$ cat config.mk
export PLATFORM = sky130hd
export DESIGN_NAME = fifo_burst_wr
export DESIGN_NICKNAME = d
export VERILOG_FILES = /design/src/rtl/fifo_burst_wr.sv
export SDC_FILE = /design/constraint.sdc
export NUM_CORES = 1
export LEC_CHECK = 0
export ABC_AREA = 1
export CORE_ASPECT_RATIO = 0.8
export CORE_MARGIN = 2
export CORE_UTILIZATION = 45
export DETAILED_ROUTE_END_ITERATION = 16
export GPL_TIMING_DRIVEN = 0
export PLACE_DENSITY = 0.72
export SYNTH_ARGS = -nofsm -noshare
export SYNTH_HDL_FRONTEND = slang
export SYNTH_SLANG_ARGS = --single-unit
$ cat constraint.sdc
create_clock -name clk -period 1.3 [get_ports clk]
set_clock_uncertainty 0.15 [all_clocks]
set_input_delay 0.13 -clock clk [delete_from_list [all_inputs] [get_ports clk]]
set_output_delay 0.13 -clock clk [all_outputs]
set_load 0.02 [all_outputs]
$ cat src/rtl/fifo_burst_wr.sv
// Write-side burst controller: after almost-empty and a settle delay, writes an incrementing pattern until almost-full/full.
// Latency: first write SETTLE_CYC+5 edges after almost_empty rises; one extra write lands after almost_full rises.
// Backpressure: almost_full or full ends the burst; a write issued while full sets the sticky ovf_err flag.
module fifo_burst_wr #(
  parameter int DATA_W     = 8,
  parameter int SETTLE_CYC = 10
) (
  input  logic              clk,
  input  logic              rst,
  input  logic              almost_empty,
  input  logic              almost_full,
  input  logic              full,
  output logic              fifo_wr_en,
  output logic [DATA_W-1:0] fifo_din,
  output logic [15:0]       burst_cnt,
  output logic              busy,
  output logic              ovf_err
);

  // Sized so the counter can hold SETTLE_CYC even when it is 0.
  localparam int CNT_W = $clog2(SETTLE_CYC + 2);

  typedef enum logic [1:0] {
    ST_IDLE   = 2'd0,
    ST_SETTLE = 2'd1,
    ST_WRITE  = 2'd2
  } state_t;

  state_t              state_q, state_d;
  logic [CNT_W-1:0]    dly_cnt_q, dly_cnt_d;
  logic                wrote_q, wrote_d;
  logic                wr_en_q, wr_en_d;
  logic [DATA_W-1:0]   din_q, din_d;
  logic [15:0]         burst_q, burst_d;
  logic                ovf_q, ovf_d;
  logic                ae_d0_q, ae_syn_q;

  // Two-flop synchroniser: almost_empty comes from the FIFO read domain.
  always_ff @(posedge clk) begin
    if (rst) begin
      ae_d0_q  <= 1'b0;
      ae_syn_q <= 1'b0;
    end else begin
      ae_d0_q  <= almost_empty;
      ae_syn_q <= ae_d0_q;
    end
  end

  // Next-state logic: FSM, settle counter, burst bookkeeping, data pattern and overflow flag.
  always_comb begin
    state_d   = state_q;
    dly_cnt_d = dly_cnt_q;
    wrote_d   = wrote_q;
    wr_en_d   = 1'b0;
    burst_d   = burst_q;
    // The word on fifo_din is consumed whenever wr_en is high, so advance after every write.
    din_d     = wr_en_q ? din_q + 1'b1 : din_q;
    ovf_d     = ovf_q | (wr_en_q & full);

    unique case (state_q)
      ST_IDLE: begin
        if (ae_syn_q) begin
          state_d   = ST_SETTLE;
          dly_cnt_d = '0;
          wrote_d   = 1'b0;
        end
      end
      ST_SETTLE: begin
        // Gives the FIFO status flags time to reflect the drained state.
        if (dly_cnt_q == CNT_W'(SETTLE_CYC)) begin
          dly_cnt_d = '0;
          state_d   = ST_WRITE;
        end else begin
          dly_cnt_d = dly_cnt_q + 1'b1;
        end
      end
      ST_WRITE: begin
        if (almost_full || full) begin
          state_d = ST_IDLE;
          // Bursts that never issued a write are not counted.
          if (wrote_q) begin
            burst_d = burst_q + 16'd1;
          end
        end else begin
          wr_en_d = 1'b1;
          wrote_d = 1'b1;
        end
      end
      default: begin
        state_d   = ST_IDLE;
        dly_cnt_d = '0;
      end
    endcase
  end

  // State and output registers; reset overrides everything.
  always_ff @(posedge clk) begin
    if (rst) begin
      state_q   <= ST_IDLE;
      dly_cnt_q <= '0;
      wrote_q   <= 1'b0;
      wr_en_q   <= 1'b0;
      din_q     <= '0;
      burst_q   <= '0;
      ovf_q     <= 1'b0;
    end else begin
      state_q   <= state_d;
      dly_cnt_q <= dly_cnt_d;
      wrote_q   <= wrote_d;
      wr_en_q   <= wr_en_d;
      din_q     <= din_d;
      burst_q   <= burst_d;
      ovf_q     <= ovf_d;
    end
  end

  // Output decode.
  always_comb begin
    fifo_wr_en = wr_en_q;
    fifo_din   = din_q;
    burst_cnt  = burst_q;
    ovf_err    = ovf_q;
    busy       = (state_q != ST_IDLE);
  end

endmodule

==> reports/qor.yml <==
leakage_uw: 0.000976
cp-end-kind: "flip-flop"
maxClockFrequency_ghz: 0.695
grt_pass1_wl_um: 6220
synth_top_area_frac: 0.436
power_frac_comb: 0.053
cap_violations: 0
crit_required_ns: 1.34
grt_usage: 0.197
synth_edf_count: 0
coreArea_um2: 3420
insertion_delay_ns: 0.29
postSynthCellCount: 230
ys_warn_count: 0
first_pass_iters: 4
p_per_area_nw_per_um2: 833
clk_path_buf_depth: 2
endpoint: "burst_cnt[12]$_SDFFE_PP0P_"
dieArea_um2: 4070
r2r_cells: 8
root_buffer: "clkbuf_8"
regArea_um2: 743
area_growth_pct: 48.7
slew_violations: 0
synth_cell_type_count: 25
finalCriticalPeriod_ns: 1.44
synth.area.top_cells: "dfxtp_1 44%, nor2_1 10%, nand2_1 9.1%"
p_sw_uw: 455
cts_htree_levels: 2
grt_overflow_total: 0
nFillCells: 290
drc: 0
synthFlopType: "dfxtp_1"
finalSetupViolCount: 14
synthArstFlopShare: 0
antenna_found_initial: 0
io_pins: 32
tightest_slew_ns: 0.476
seq_area_frac_synth: 0.436
routed_wl_um: 4150
timing.final.ws_setup_ns: -0.138
layout-drive-gt1-share: 0.355
grt_max_degree: 12
synth_common_cells: "43 x nor2_1, 39 x nand2_1, 36 x inv_1"
multiInputGateArea_um2: 932
gp_congestion: 0.784
rrSetupSlack_ns: -0.14
yosysTopAreaCell: "dfxtp_1"
vdd_drop_max_mv: 0.641
cts_tree: "yes"
dp_hpwl_um: 2560
finish.net_count: 295
violations: "setup timing"
critical_path_class: "reg2reg"
worstHoldPathType: "in2reg"
avgSynthCellArea_um2: 6.99
crit_path_start: "state_q[0]$_SDFFE_PP0P_"
synthesis.area_um2: 1610
worst_ep_arrival_time_ns: 1.48
rows: 19
r2r_end: "burst_cnt[12]$_SDFFE_PP0P_"
sw_frac_of_total: 0.228
dp_cells: 303
fp.dieW_um: 70.8
start_util: 0.470
maxSlewHeadroom: 0.683
vias: 1617
portBuffers: 31
num_antenna_cells: 0
status: "complete, but fails checks"
yosysMostFrequentCell: "nor2_1"
clockPowerShare: 0.409
crit_fanout: 5
finalHoldViolCount: 0
die_y_um: 57.5
intPower_uw: 1540
cts.sinks: 35
clk_pin_slew_worst_paths_ns: 0.07
reg2reg_from: "state_q[0]$_SDFFE_PP0P_"
drtAntennaViolNets: 0
pwr-share-seq: 0.538
cp-start-kind: "flip-flop"
rsz0062_at_grt: "true"
timing.final.crit_share: 1.11
cts_buffers: 5
place_ws_ns: -0.421
drt_iter0_drc: 114
first_global_vias: 1366
synth_seq_cells: 35
syn-num-nets: 239
via_per_inst: 4.91
layoutNonFillerInstCount: 329
post_drt_wl_per_cell_um: 12.6
routing by layer:
layer  wire, um  vias up  part of all wire  global-route usage
met5          0        -                 0                   0
met3        246        4             0.059              0.0477
met2       1900       48              0.46               0.278
li1           -      842                 -                   -
met1       1960      723              0.47               0.282
met4         37        0            0.0089              0.0970
worst min-delay path by stage:
| stage | depth (start not counted) | end | start | slack, ns |
|---|---|---|---|---|
| 6_report | 3 | ae_d0_q$_SDFF_PP0_ | almost_empty | 0.21 |
| 4_1_cts | 3 | ae_d0_q$_SDFF_PP0_ | almost_empty | 0.21 |
| 5_1_grt | 3 | ae_d0_q$_SDFF_PP0_ | almost_empty | 0.28 |
| 2_1_floorplan | 1 | fifo_wr_en$_SDFF_PP0_ | rst | 0.06 |
| 3_5_place_dp | 2 | ae_syn_q$_SDFF_PP0_ | ae_d0_q$_SDFF_PP0_ | 0.25 |
| 3_3_place_gp | 2 | ae_syn_q$_SDFF_PP0_ | ae_d0_q$_SDFF_PP0_ | 0.24 |
critical path, cell delays in order, from the launching register on:
cell and delay [ns]:
dfxtp_2 0.33, inv_2 0.07, nand3_4 0.08, nor2_4 0.22, nand2_2 0.11, nor2_4 0.18
nand3_1 0.10, nand2_1 0.07, nor2_1 0.04
state kept, by name, indices dropped and copies added, names as in the netlist:
| register | count |
|---|---|
| ae_syn_q | 1 |
| fifo_din | 8 |
| wrote_q | 1 |
| state_q | 2 |
| burst_cnt | 16 |
| ae_d0_q | 1 |
| ovf_err | 1 |
| fifo_wr_en | 1 |
| dly_cnt_q | 4 |
timing repair:
action / CTS / global route
setup endpoints to repair: 47 / 40
hold buffers: 0 / 0
pin swaps: 11 / 16
gates cloned: 1 / 0
setup buffers: 7 / 10
gates resized for setup: 73 / 44
cells by family (layout without fill, tap and decap cells):
family | count (synthesis) | count (layout) | synth area share
simple gates | 118 | 119 | 0.325
buf+inv | 40 | 96 | 0.0942
flops | 35 | 35 | 0.436
compound gates | 30 | 30 | 0.0981
fa+ha+maj | 4 | 4 | 0.0311
xor+xnor | 3 | 3 | 0.0163
area by class of cell:
cell class / count / area share
Inverter: 36 / 0.0565
Timing Repair Buffer: 48 / 0.172
Tap cell: 42 / 0.0220
Buffer: 4 / 0.0105
Multi-Input combinational cell: 156 / 0.390
Clock inverter: 1 / 0.00209
Clock buffer: 7 / 0.0361
Sequential cell: 35 / 0.311
cells in the final DEF (no fill, tap or decap), types with 3 or more instances in the layout:
cell type and count:
a21oi_1 13, buf_4 17, clkbuf_2 8, clkbuf_8 6
clkdlybuf4s15_1 8, clkdlybuf4s15_2 8, clkdlybuf4s50_1 4, dfxtp_1 15
dfxtp_2 13, dfxtp_4 7, dlygate4sd2_1 5, inv_1 32
inv_2 4, nand2_1 32, nand2_2 8, nand3_1 11
nand3_2 5, nand3_4 3, nor2_1 35, nor2_2 5
nor2_4 8, nor3_1 6, o21ai_0 4, o21ai_1 5
power groups by stage:
stage	clock network, uW	registers, uW	logic, uW
4_1_cts	836	1080	87.8
2_1_floorplan	0	1100	53.8
3_3_place_gp	0	1100	84.6
5_1_grt	880	1070	119
3_5_place_dp	0	1100	86.1
6_report	814	1070	106
stage by stage:
step / TNS (ns) / power (uW) / area, um^2 / utilization / hold slack, ns
final: -1.12 / 1990 / 2390 / 0.698 / 0.212
after global routing: -2.74 / 2070 / 2390 / 0.698 / 0.279
after CTS: -0.788 / 2000 / 2240 / 0.654 / 0.206
after detailed placement: -9.86 / 1190 / 2020 / 0.589 / 0.249
after global placement: -9.62 / 1190 / 2020 / 0.589 / 0.240
after floorplan: -0.143 / 1150 / 1650 / - / 0.0552
No activity file was read; power rests on OpenSTA's default activity.
